`config.mk`:
```
export PLATFORM = sky130hd
export DESIGN_NAME = uart_tx_serializer
export DESIGN_NICKNAME = d
export VERILOG_FILES = /design/src/rtl/uart_tx_serializer.sv
export SDC_FILE = /design/constraint.sdc
export NUM_CORES = 1
export LEC_CHECK = 0
export ABC_AREA = 0
export CAP_MARGIN = 20
export CORE_MARGIN = 2
export CORE_UTILIZATION = 33
export CTS_CLUSTER_SIZE = 8
export DETAILED_ROUTE_END_ITERATION = 6
export GPL_TIMING_DRIVEN = 0
export HOLD_SLACK_MARGIN = 0.03
export PLACE_DENSITY_LB_ADDON = 0.3
export SYNTH_ARGS = -nofsm -noshare
export SYNTH_HDL_FRONTEND = slang
export SYNTH_SLANG_ARGS = --single-unit
```
`constraint.sdc`:
```
create_clock -name i_clk -period 7 [get_ports i_clk]
set_input_delay 0.7 -clock i_clk [delete_from_list [all_inputs] [get_ports i_clk]]
set_output_delay 0.7 -clock i_clk [all_outputs]
set_load 0.1 [all_outputs]
```
`src/rtl/uart_tx_serializer.sv`:
```
// uart_tx_serializer: byte FIFO feeding an 8N1 UART transmitter with a registered serial line
module uart_tx_serializer #(
  parameter int CLKS_PER_BIT = 16,
  parameter int FIFO_DEPTH   = 8
) (
  input  logic                        i_clk,
  input  logic                        i_reset,
  input  logic [7:0]                  i_data,
  input  logic                        i_valid,
  output logic                        o_ready,
  output logic                        o_tx,
  output logic                        o_busy,
  output logic [$clog2(FIFO_DEPTH):0] o_fifo_count
);
  localparam int AW = $clog2(FIFO_DEPTH);
  localparam int CW = AW + 1;
  localparam logic [CW-1:0] FULL = CW'(FIFO_DEPTH);
  localparam logic [15:0] BAUD_MAX = 16'(CLKS_PER_BIT - 1);
  typedef enum logic [1:0] {IDLE, START, DATA, STOP} state_e;
  state_e        state_q, state_d;
  logic [7:0]    mem_q [FIFO_DEPTH];
  logic [AW-1:0] wr_ptr_q, rd_ptr_q;
  logic [CW-1:0] count_q, count_d;
  logic [15:0]   baud_q, baud_d;
  logic [2:0]    bit_q, bit_d;
  logic [7:0]    shift_q, shift_d;
  logic          tx_q, tx_d, wr, pop, bit_end;
  assign o_ready      = count_q < FULL;
  assign wr           = i_valid && o_ready;
  assign bit_end      = baud_q == BAUD_MAX;
  assign count_d      = count_q + CW'(wr) - CW'(pop);
  assign o_tx         = tx_q;
  assign o_busy       = state_q != IDLE || count_q != '0;
  assign o_fifo_count = count_q;
  // FIFO storage; contents need no reset because the pointers define validity
  always_ff @(posedge i_clk) begin
    if (wr && !i_reset) mem_q[wr_ptr_q] <= i_data;
  end
  // state, pointers, baud timing and the registered serial output
  always_ff @(posedge i_clk) begin
    if (i_reset) begin
      state_q  <= IDLE;
      wr_ptr_q <= '0;
      rd_ptr_q <= '0;
      count_q  <= '0;
      baud_q   <= '0;
      bit_q    <= '0;
      shift_q  <= '0;
      tx_q     <= 1'b1;
    end else begin
      state_q  <= state_d;
      wr_ptr_q <= wr_ptr_q + AW'(wr);
      rd_ptr_q <= rd_ptr_q + AW'(pop);
      count_q  <= count_d;
      baud_q   <= baud_d;
      bit_q    <= bit_d;
      shift_q  <= shift_d;
      tx_q     <= tx_d;
    end
  end
  // next-state logic; tx_d is the line value for the cycle after this edge, and a pop restarts a frame
  always_comb begin
    state_d = state_q;
    baud_d  = bit_end ? '0 : baud_q + 16'd1;
    bit_d   = bit_q;
    shift_d = shift_q;
    tx_d    = tx_q;
    pop     = 1'b0;
    case (state_q)
      IDLE: begin
        baud_d = '0;
        tx_d   = 1'b1;
        pop    = count_q != '0;
      end
      START: if (bit_end) begin
        state_d = DATA;
        bit_d   = '0;
        tx_d    = shift_q[0];
      end
      DATA: if (bit_end) begin
        shift_d = shift_q >> 1;
        bit_d   = bit_q + 3'd1;
        state_d = bit_q == 3'd7 ? STOP : DATA;
        tx_d    = bit_q == 3'd7 ? 1'b1 : shift_q[1];
      end
      default: if (bit_end) begin
        state_d = IDLE;
        tx_d    = 1'b1;
        pop     = count_q != '0;
      end
    endcase
    if (pop) begin
      shift_d = mem_q[rd_ptr_q];
      baud_d  = '0;
      state_d = START;
      tx_d    = 1'b0;
    end
  end
endmodule

```
# After elaboration in Yosys (flattened, before gate mapping)
# Memory sizes are Yosys's and may differ from the RTL's. A register that Yosys moved wholly into a read port is not among the register bits.
# Index checks and enable logic that the tools add are counted.
# word_totals
in_bits	11
out_inout_bits	7
wordCells	69
regBits	40
ramBits	64
n_memories	1
# memory_table
name	words	width	read_ports	rd_ports_with_merged_regs	write_ports	line_no	text
mem_q	8	8	1	1	1	21	logic [7:0] mem_q [FIFO_DEPTH];
# op_classes
addsub	6
n_reduce_logical	19
n_mux	23
eq_ne	9
bitwise_logic	1
n_lt_le_gt_ge	1
# op_table
operator	count
2-to-1 mux 8 bit	3
adder 16 x 1 -> 16 bit, second input constant	1
equality test 16 x 4 -> 1 bit, second input constant	1
2-to-1 mux 1 bit	10
2-to-1 mux 3 bit	3
nonzero test 2 bit	4
adder 3 x 1 -> 3 bit	2
2-to-1 mux 2 bit	3
inequality test 2 bit, second input constant	3
inequality test 3 bit, second input constant	2
case mux 2 bit (3 select lines)	1
case mux 3 bit (2 select lines)	1
AND reduction 2 bit	3
AND reduction 3 bit	2
adder 4 x 1 -> 4 bit	1
< comparator 4 bit, second input constant	1
nonzero test 4 bit	1
OR reduction 2 bit	2
OR reduction 4 bit	1
subtractor 4 x 1 -> 4 bit	1
adder 3 x 1 -> 3 bit, second input constant	1
equality test 3 bit, second input constant	1
case mux 1 bit (3 select lines)	1
nonzero test 3 bit	1
other kinds (8)	9

# Depth between registers and ports, before layout
# Gate-level depths: netlist of the first run.
# depth
ltp_word	5
depth_mapped	15
mapped_depth_nobuf	13

# Least setup slack after synthesis of the first run
# Ideal clock, no wire load.
# synth_timing
kind	register -> register
from	register count_q[3] (netlist: o_fifo_count[3])
to	register count_q[2] (netlist: o_fifo_count[2])
setup_time_ps	129
stages_incl_launch_ff	16
slack_ps	2874
synth_period_minus_slack_ps	4126
t_arrival_ps	3997
t_required_ps	6871
n_path_buf	2
path_cell_list	dfxtp_1 inv_1 ha_1 nor3b_1 a21o_1 buf_2 or2_0 buf_6 inv_2 ha_1 inv_1 ha_1 inv_1 fa_1 xor2_1 nor2_1
# synth_via
elab_chain_cells	4
word_cells_on_any_way	7
cone_classes	2 x add/sub; 1 x order compare; 2 x mux; 2 x reduce/logical
# synth_rtl
element	line_no	text
start: declaration	23	logic [CW-1:0] count_q, count_d;
start signal: assignment	54	count_q <= count_d;
< comparator 4 bit	28	assign o_ready = count_q < FULL;
via o_ready	10	output logic o_ready,
logical AND 1 bit	29	assign wr = i_valid && o_ready;
adder 4 x 1 -> 4 bit	31	assign count_d = count_q + CW'(wr) - CW'(pop);
subtractor 4 x 1 -> 4 bit	31	
# The timed path passes the listed nets, and every way through them passes these cells.
# A chain may end at the register's enable or synchronous reset.

# Worst setup path in the final report of the first run
# layout_timing
from	register count_q[3] (netlist: o_fifo_count[3])
to	output port o_busy
# layout_via
elab_chain_cells	2
# layout_rtl
element	line_no	text
nonzero test 4 bit	33	assign o_busy = state_q != IDLE || count_q != '0;
logical OR 1 bit	33	
end: declaration	12	output logic o_busy,
# No other way between the ends.

==> reports/metrics.csv, run 1 <==
stage,metric,value,unit
status,status,"finished, final reports clean",
timing,hold_viol,0,
floorplan,core_area,13720,um^2
clock_tree,insertion_delay,0.34,ns
power_and_ir_drop,intPower,1236,uW
worst_setup_path,cp_slowest_stage_delay,0.98,ns
worst_setup_path,path_cells,inv_1 -> ha_1 -> nor3b_1 -> nand2_1 -> clkdlybuf4s50_1,
clock_tree,cts_root_buf,clkbuf_16,
global_route,antenna_found_initial,0,
detailed_routing,wl_met2,3917,um
worst_setup_path,cp-start-kind,register,
worst_setup_path,r2r_end,o_fifo_count[2]$_SDFF_PP0_,
floorplan,rows,43,
clock_tree,hold_buffers,0,
global_route,grt_pass1_wl,13140,um
synth,ys_seq_area_share,59.39,%
floorplan,die-area,14850,um^2
worst_setup_path,worst-path-buf-inv,2,
clock_tree,cts_tree,built,
clock_tree,cts-buffers-inserted,9,
worst_setup_path,setup.worst_path.start,o_fifo_count[3]$_SDFF_PP0_,
synth,synth-edff-count,64,
placed_design,place_congestion,0.7084,
synth,synthArstFlopShare,0,%
synth,synth.distinct_cells,39,
timing,clock.fmax,321.8,MHz
detailed_routing,routed_wl,8209,um
detailed_routing,drc_errors,0,
detailed_routing,dr.pass1.iters,4,
worst_setup_path,crit_type,register to output port,
global_route,grt-ovfl-total,0,
clock_tree,cts_setup_buffers,0,
timing,drv_slew,0,
worst_setup_path,end_kind,output port,
power_and_ir_drop,ir_drop,0.1752,mV
synth,mappedNetlistArea,4584,um^2
power_and_ir_drop,finalPower,1857,uW
synth,synth_cells,319,
finish,diodes,0,
detailed_routing,top_layer,met4,
floorplan,fp.dieW,121.9,um
placed_design,io_buffers,17,
synth,syn_nets,347,
floorplan,start_util,33.42,%
worst_setup_path,cp_slowest_cell,clkdlybuf4s50_1,
hold_path,hp-class,register to register,
detailed_routing,drt_iter0_drc,193,
synth,ys_warn_count,0,
power_and_ir_drop,clkPwrFrac,27.0,%
worst_setup_path,crit_family,buffers and inverters,
finish,area_delta_synth_final,15.28,%
finish,fin_nets,375,
power_and_ir_drop,seqPwrFrac,40.1,%
worst_setup_path,arrival,2.41,ns
synth,avgSynthCellArea,14.37,um^2
detailed_routing,m1WireLength,3861,um
floorplan,die_h,121.9,um
timing,tightestPinTransition,0.9657,ns
global_route,grt_use_total,11.92,%
worst_setup_path,crit_required,6.30,ns
detailed_routing,vias_per_cell,4.752,
clock_tree,cts.sinks,104,
synth,synth_seq_cells,104,
finish,fillerInstances,1287,
worst_setup_path,crit_fanout,3,
power_and_ir_drop,p_sw,620.7,uW
timing,timing.final.crit_share,44.40,%
power_and_ir_drop,share_comb_of_total_power,33.0,%
timing,finClkSkew,0.006946,ns
power_and_ir_drop,p_per_area,351.3,nW/um^2
detailed_routing,wl_per_cell,15.43,um
worst_setup_path,reg2reg_depth,14,
finish,drive_gt1_share,13.07,%
timing,setup_tns,0,ns
worst_setup_path,r2r_start,baud_q[0]$_SDFF_PP0_,
global_route,grt_max_degree,18,
worst_setup_path,rrSetupSlack,4.04,ns
worst_setup_path,critPathCapture,o_busy,
power_and_ir_drop,power.leakage,0.001753,uW
placed_design,dp_slack,4.029,ns
clock_tree,post_cts_resized,0,
placed_design,dpl.hpwl,5456,um
timing,slew-limit-headroom,35.42,%
detailed_routing,vias,2528,
detailed_routing,dr_wl_met3,316,um
clock_tree,clk_pin_slew,0.07,ns
timing,grt_setup_unrepaired,false,
power_and_ir_drop,sw_frac_of_total,33.44,%
timing,finalSetupViolCount,0,
clock_tree,h-tree-depth,3,
worst_setup_path,cp.depth,5,
synth,synth_ff_type,edfxtp_1,
global_route,first_global_vias,2439,
clock_tree,cts_buffer_depth,2,
floorplan,boundaryPins,18,
flow_run,maxCapViolCount,0,
timing,setup_ws,3.892,ns
timing,min_period,3.108,ns
detailed_routing,antenna_left,0,
## stage by stage
step | instances | hold slack (ns) | utilization, % | cell area (um^2)
finish | 532 | 0.4842 | 38.52 | 5285
global placement | 516 | 0.4403 | 36.30 | 4980
floorplan | 319 | 0.4303 | - | 4584
CTS | 532 | 0.4852 | 38.52 | 5285
global route | 532 | 0.5051 | 38.52 | 5285
detailed placement | 516 | 0.4550 | 36.37 | 4990
## power by group through the flow
stage,Sequential (uW),Combinational (uW),Clock [uW]
after detailed placement,758,615,0
after global routing,751,663,539
after floorplan,833,400,0
final,744,612,501
after global placement,756,607,0
after CTS,745,620,512
## worst min-delay path by stage
stage	start	to	slack (ns)	cells past startpoint
floorplan	baud_q[0]$_SDFF_PP0_	baud_q[0]$_SDFF_PP0_	0.43	1
global route	shift_q[7]$_SDFFE_PP0P_	shift_q[7]$_SDFFE_PP0P_	0.51	2
CTS	bit_q[1]$_SDFFE_PP0P_	bit_q[1]$_SDFFE_PP0P_	0.49	2
detailed placement	baud_q[0]$_SDFF_PP0_	baud_q[0]$_SDFF_PP0_	0.46	1
finish	shift_q[7]$_SDFFE_PP0P_	shift_q[7]$_SDFFE_PP0P_	0.48	2
global placement	baud_q[0]$_SDFF_PP0_	baud_q[0]$_SDFF_PP0_	0.44	1
## layout by cell type (no fill, tap or decap), types with 5 or more instances in the layout
cell type        Yosys  layout
nand3_1             11      11
mux2i_1              8       8
nand2_1              8       8
o21ai_0              5       5
inv_1               17      17
nor2_1              31      31
mux2_2               7       7
edfxtp_1            64      64
a21oi_1              6       6
nor2b_1              5       5
nor3_1              13      11
mux4_1              16      16
buf_6                5       5
clkbuf_16            0       9
a211oi_2             7       7
dfxtp_1             40      40
xnor2_1             15      15
clkdlybuf4s50_1      0      17
ha_1                16      16
## routing by layer
| layer | track usage, % | vias up |
|---|---|---|
| met2 | 18.68 | 38 |
| met3 | 3.652 | 9 |
| met5 | 0 | - |
| met1 | 15.83 | 1224 |
| met4 | 3.879 | 0 |
| li1 | - | 1257 |
## worst min-delay path, cell delays in order, from the launching register on
cell and delay (ns):
dfxtp_1 0.31, o221ai_1 0.07, a21oi_1 0.06
## cells by family (layout without fill, tap and decap cells)
kind of cell | count (synthesis) | count (layout) | synth area share [%]
flops | 104 | 104 | 59.39
simple gates | 92 | 92 | 10.97
mux | 31 | 31 | 12.64
buf+inv | 30 | 63 | 3.439
compound gates | 27 | 27 | 5.322
xor+xnor | 18 | 18 | 3.439
fa+ha+maj | 17 | 17 | 4.803
## Yosys cell counts, types with 4 or more instances
cell | instances | area, um^2
nand4_1 | 4 | 25.02
a211oi_2 | 7 | 87.58
nor3_1 | 13 | 65.06
nor2_1 | 31 | 116.4
nor4_1 | 4 | 25.02
nand2b_1 | 4 | 25.02
mux2i_1 | 8 | 80.08
nand2_1 | 8 | 30.03
ha_1 | 16 | 200.2
nor2b_1 | 5 | 31.28
o21ai_0 | 5 | 25.02
nand3_1 | 11 | 55.05
edfxtp_1 | 64 | 1922
mux4_1 | 16 | 420.4
dfxtp_1 | 40 | 800.8
mux2_2 | 7 | 78.83
a21oi_1 | 6 | 30.03
inv_1 | 17 | 63.81
xnor2_1 | 15 | 131.4
buf_6 | 5 | 56.30
## flip-flops by register name, indices dropped and copies added, names as in the netlist
name,count
mem_q,64
baud_q,16
shift_q,8
o_fifo_count,4
bit_q,3
rd_ptr_q,3
wr_ptr_q,3
state_q,2
o_tx,1
## area by class of cell
cell class	count	area, um^2	area share (%)
buffer	12	90.09	1.705
clock buffer	10	229.0	4.332
inverter	18	67.56	1.278
clock inverter	6	66.31	1.255
sequential	104	2723	51.52
multi-input combinational	185	1714	32.43
timing repair buffer	17	170.2	3.220
tap	180	225.2	4.261
No activity file was read; power rests on OpenSTA's default activity.
==> run 2: changes to the inputs <==
==> constraint.sdc (replaced) <==
create_clock -name i_clk -period 3.15 [get_ports i_clk]
set_input_delay 0.315 -clock i_clk [delete_from_list [all_inputs] [get_ports i_clk]]
set_output_delay 0.315 -clock i_clk [all_outputs]
set_load 0.1 [all_outputs]
==> reports/metrics.csv, run 2 (synthesis gave the netlist of run 1 again) <==
stage,metric,value,unit
clock_tree,h-tree-depth,3,
finish,largestRegisters,"mem_q (64), baud_q (16), shift_q (8)",
timing,setup_ws,0.3361,ns
timing,finClkSkew,0.004688,ns
placed_design,dp_slack,0.3219,ns
detailed_routing,wl_per_cell,15.45,um
global_route,antenna_found_initial,0,
power_and_ir_drop,power.leakage,0.001766,uW
finish,final_common_cell,edfxtp_1,
worst_setup_path,crit_type,register to register,
worst_setup_path,cp-start-kind,register,
finish,largest_register_ffs,64,
worst_setup_path,cp_slowest_cell,fa_2,
power_and_ir_drop,finalPower,4257,uW
clock_tree,cts_root_buf,clkbuf_16,
power_and_ir_drop,seqPwrFrac,39.1,%
global_route,grt_max_degree,20,
finish,diodes,0,
timing,finalSetupViolCount,0,
clock_tree,post_cts_resized,0,
worst_setup_path,crit_required,3.37,ns
clock_tree,cts_tree,built,
clock_tree,cts_setup_buffers,0,
placed_design,dpl.hpwl,5432,um
power_and_ir_drop,clkPwrFrac,27.3,%
timing,grt_setup_unrepaired,false,
floorplan,fp.dieW,121.9,um
status,status,"finished, final reports clean",
placed_design,dp_cells,516,
hold_path,hp-class,register to register,
worst_setup_path,crit_fanout,10,
floorplan,boundaryPins,18,
timing,min_period,2.814,ns
detailed_routing,routed_wl,8219,um
detailed_routing,vias_per_cell,4.782,
timing,setup_tns,0,ns
worst_setup_path,crit_family,adder cells,
flow_run,maxCapViolCount,0,
clock_tree,cts_buffer_depth,2,
finish,final_cells,532,
finish,area_delta_synth_final,16.92,%
clock_tree,clk_pin_slew,0.07,ns
global_route,grt_use_total,11.88,%
floorplan,die-area,14850,um^2
clock_tree,cts.sinks,104,
global_route,grt_pass1_wl,13110,um
worst_setup_path,worst-path-buf-inv,5,
worst_setup_path,path_cells,ha_1 -> and3_1 -> buf_6 -> a41oi_4 -> or2_0 -> buf_6 -> inv_4 -> ha_4 -> inv_2 -> ha_4 -> inv_2 -> fa_2 -> nor2_1,
detailed_routing,antenna_left,0,
power_and_ir_drop,intPower,2815,uW
floorplan,core_area,13720,um^2
timing,timing.final.crit_share,89.33,%
finish,layout_common_cells,"64 x edfxtp_1, 39 x dfxtp_1, 31 x nor2_1, 17 x clkdlybuf4s50_1, 16 x mux4_1",
finish,largest-register,mem_q,
power_and_ir_drop,p_per_area,794.1,nW/um^2
power_and_ir_drop,share_comb_of_total_power,33.6,%
placed_design,place_congestion,0.7556,
detailed_routing,drc_errors,0,
timing,slew-limit-headroom,35.34,%
timing,hold_viol,0,
detailed_routing,vias,2544,
finish,drive_gt1_share,16.48,%
clock_tree,insertion_delay,0.35,ns
floorplan,rows,43,
floorplan,start_util,33.42,%
global_route,first_global_vias,2510,
timing,tightestPinTransition,0.9668,ns
placed_design,io_buffers,17,
global_route,grt-ovfl-total,0,
worst_setup_path,cp_slowest_stage_delay,0.50,ns
power_and_ir_drop,p_sw,1442,uW
worst_setup_path,arrival,3.04,ns
floorplan,die_h,121.9,um
clock_tree,hold_buffers,0,
timing,clock.fmax,355.4,MHz
timing,drv_slew,0,
detailed_routing,drt_iter0_drc,110,
power_and_ir_drop,sw_frac_of_total,33.88,%
worst_setup_path,end_kind,register,
clock_tree,cts-buffers-inserted,9,
power_and_ir_drop,ir_drop,0.3593,mV
finish,fin_nets,375,
detailed_routing,dr.pass1.iters,4,
==> run 2: path summary, 6_finish.rpt <==
path	startpoint	to	slack [ns]	cells after the start
max	baud_q[0]$_SDFF_PP0_	o_fifo_count[1]$_SDFF_PP0_	0.34	13
min	baud_q[0]$_SDFF_PP0_	baud_q[0]$_SDFF_PP0_	0.46	1
max reg2reg	baud_q[0]$_SDFF_PP0_	o_fifo_count[1]$_SDFF_PP0_	0.34	13
min reg2reg	baud_q[0]$_SDFF_PP0_	baud_q[0]$_SDFF_PP0_	0.46	1
==> run 2: power groups by stage <==
stage | logic, uW | clock network [uW] | registers (uW)
after floorplan | 967 | 0 | 1860
after global placement | 1430 | 0 | 1690
after detailed placement | 1440 | 0 | 1700
after CTS | 1450 | 1190 | 1670
after global routing | 1560 | 1230 | 1680
final | 1430 | 1160 | 1660
==> run 2: area by class of cell <==
class,instances,area [um^2]
clock buffers,9,225.2
repair buffers,17,170.2
flip-flops and latches,104,2726
plain buffers,12,96.34
multi-input cells,185,1759
well taps,180,225.2
clock inverters,7,83.83
inverters,18,73.82
fillers,1302,8359
==> run 2: worst reg2reg max path, stage by stage, from the launching register on <==
cell and delay [ns]:
dfxtp_1 0.34, ha_1 0.25, and3_1 0.21, buf_6 0.13
a41oi_4 0.37, or2_0 0.19, buf_6 0.17, inv_4 0.07
ha_4 0.21, inv_2 0.06, ha_4 0.12, inv_2 0.03
fa_2 0.50, nor2_1 0.04
==> run 2: layer usage <==
metal | global-route usage, % | up-vias | routed length, um | part of all wire (%)
met5 | 0 | - | 0 | 0
met4 | 4.310 | 0 | 123 | 1.5
met3 | 2.996 | 11 | 219 | 2.7
met2 | 19.97 | 29 | 4124 | 50
met1 | 14.84 | 1249 | 3752 | 46
li1 | - | 1255 | - | -
==> run 2: through the flow <==
stage                     area [um^2]  hold WS [ns]  utilization [%]
after floorplan                  4646        0.3866                -
after global placement           5041        0.4424            36.74
after detailed placement         5051        0.4497            36.82
after CTS                        5360        0.4707            39.07
after global routing             5360        0.5013            39.07
final                            5360        0.4634            39.07
==> run 3: changes to the inputs <==
--- a/config.mk
+++ b/config.mk
@@ -7,6 +7,7 @@
 export LEC_CHECK = 0
 export ABC_AREA = 0
 export CAP_MARGIN = 20
+export CORE_ASPECT_RATIO = 0.6
 export CORE_MARGIN = 2
 export CORE_UTILIZATION = 33
 export CTS_CLUSTER_SIZE = 8
==> reports/metrics.csv, run 3 (synthesis gave the netlist of run 1 again) <==
stage,metric,value,unit
timing,slew-limit-headroom,32.24,%
placed_design,io_buffers,17,
flow_run,maxCapViolCount,0,
worst_setup_path,cp_slowest_stage_delay,0.50,ns
worst_setup_path,r2r_start,baud_q[0]$_SDFF_PP0_,
finish,layout_common_cells,"64 x edfxtp_1, 39 x dfxtp_1, 31 x nor2_1, 17 x clkdlybuf4s50_1, 16 x mux4_1",
hold_path,hp-class,register to register,
global_route,grt_pass1_wl,14050,um
power_and_ir_drop,intPower,2796,uW
finish,fin_area,5339,um^2
clock_tree,hold_buffers,0,
timing,tightestPinTransition,1.013,ns
timing,setup_tns,0,ns
floorplan,die-area,14880,um^2
power_and_ir_drop,share_comb_of_total_power,34.5,%
power_and_ir_drop,sw_frac_of_total,33.55,%
clock_tree,h-tree-depth,3,
detailed_routing,vias,2575,
clock_tree,cts_buffer_depth,2,
floorplan,start_util,33.65,%
power_and_ir_drop,power.leakage,0.001751,uW
placed_design,dp_slack,0.3052,ns
placed_design,dpl.hpwl,6021,um
power_and_ir_drop,p_sw,1412,uW
clock_tree,cts-buffers-inserted,9,
worst_setup_path,setup.worst_path.start,baud_q[0]$_SDFF_PP0_,
timing,timing.final.crit_share,89.81,%
floorplan,fp.dieW,156.2,um
clock_tree,cts.sinks,104,
global_route,use_met3,3.773,%
detailed_routing,drt_iter0_drc,138,
clock_tree,cts_setup_buffers,0,
placed_design,placed_area,5050,um^2
worst_setup_path,rrSetupSlack,0.32,ns
detailed_routing,vias_per_cell,4.868,
floorplan,die_h,95.30,um
detailed_routing,dr.pass1.iters,4,
global_route,grt_max_degree,17,
power_and_ir_drop,seqPwrFrac,39.7,%
power_and_ir_drop,p_per_area,788.2,nW/um^2
timing,min_period,2.829,ns
finish,largestRegisters,"mem_q (64), baud_q (16), shift_q (8)",
timing,setup_ws,0.3210,ns
finish,drive_gt1_share,15.54,%
floorplan,core_area,13630,um^2
global_route,gr-usage-met1,18.07,%
finish,fin_nets,377,
power_and_ir_drop,finalPower,4208,uW
finish,post-route-util,39.18,%
worst_setup_path,critPathCapture,o_fifo_count[1]$_SDFF_PP0_,
floorplan,boundaryPins,18,
detailed_routing,antenna_left,0,
detailed_routing,routed_wl,8559,um
global_route,antenna_found_initial,0,
clock_tree,insertion_delay,0.34,ns
timing,drv_slew,0,
clock_tree,cts_root_buf,clkbuf_16,
finish,largest-register,mem_q,
placed_design,place_congestion,0.7751,
clock_tree,clk_pin_slew,0.06,ns
finish,final_common_cell,edfxtp_1,
finish,diodes,0,
global_route,first_global_vias,2617,
status,status,"finished, final reports clean",
timing,finalSetupViolCount,0,
global_route,grt_use_met2,18.99,%
worst_setup_path,crit_fanout,10,
worst_setup_path,cp-start-kind,register,
worst_setup_path,path_cells,ha_1 -> and3_1 -> buf_6 -> a41oi_4 -> or2_0 -> buf_6 -> inv_4 -> ha_4 -> inv_2 -> ha_4 -> inv_2 -> fa_2 -> nor2_1,
floorplan,rows,33,
worst_setup_path,reg2reg_depth,13,
timing,hold_viol,0,
timing,grt_setup_unrepaired,false,
worst_setup_path,cp_slowest_cell,fa_2,
detailed_routing,wl_per_cell,16.18,um
timing,finClkSkew,0.008087,ns
finish,largest_register_ffs,64,
worst_setup_path,arrival,3.04,ns
global_route,busiest_layer,met2,
clock_tree,post_cts_resized,0,
clock_tree,cts_tree,built,
worst_setup_path,r2r_end,o_fifo_count[1]$_SDFF_PP0_,
power_and_ir_drop,clkPwrFrac,25.7,%
global_route,grt-ovfl-total,0,
global_route,grt_use_total,12.63,%
worst_setup_path,crit_required,3.36,ns
detailed_routing,drc_errors,0,
worst_setup_path,crit_type,register to register,
power_and_ir_drop,ir_drop,0.5302,mV
worst_setup_path,end_kind,register,
timing,clock.fmax,353.5,MHz
finish,area_delta_synth_final,16.46,%
[run 3: per-stage QoR]
stage	hold slack (ns)	instances
floorplan	0.3866	319
global placement	0.4475	511
detailed placement	0.4555	513
CTS	0.4709	529
global route	0.5116	529
finish	0.4619	529
[run 3: critical path, delay by kind of cell, from the launching register on]
family                     cells  cell delay [ns]
AOI/OAI and AO/OA              1             0.37
adders and majority gates      4             1.09
buffers and inverters          5             0.46
DFF                            1             0.33
and+or+nand+nor                3             0.43
[run 3: worst min-delay path by stage]
stage	from	end	cells after the start
floorplan	i_reset	rd_ptr_q[0]$_SDFF_PP0_	1
global placement	baud_q[0]$_SDFF_PP0_	baud_q[0]$_SDFF_PP0_	1
detailed placement	baud_q[0]$_SDFF_PP0_	baud_q[0]$_SDFF_PP0_	1
CTS	baud_q[0]$_SDFF_PP0_	baud_q[0]$_SDFF_PP0_	1
global route	baud_q[0]$_SDFF_PP0_	baud_q[0]$_SDFF_PP0_	1
finish	baud_q[0]$_SDFF_PP0_	baud_q[0]$_SDFF_PP0_	1
[run 3: final cells by class]
type	count	area [um^2]
Timing Repair Buffer	19	185.2
Tap cell	175	219.0
Clock buffer	10	229.0
Buffer	12	96.34
Inverter	18	73.82
Multi-Input combinational cell	185	1749
Clock inverter	6	60.06
Fill cell	1285	8287
Sequential cell	104	2726
[run 3: power by group through the flow]
stage | logic (uW) | clock network (uW) | registers [uW]
final | 1450 | 1080 | 1670
after global routing | 1610 | 1170 | 1690
after floorplan | 967 | 0 | 1860
after CTS | 1480 | 1120 | 1670
after global placement | 1440 | 0 | 1700
after detailed placement | 1470 | 0 | 1700
[run 3: routing by layer]
layer / share of wire, % / routed length, um
met5: 0 / 0
met1: 51 / 4345
met2: 44 / 3773
met4: 0.89 / 76
met3: 4.3 / 364
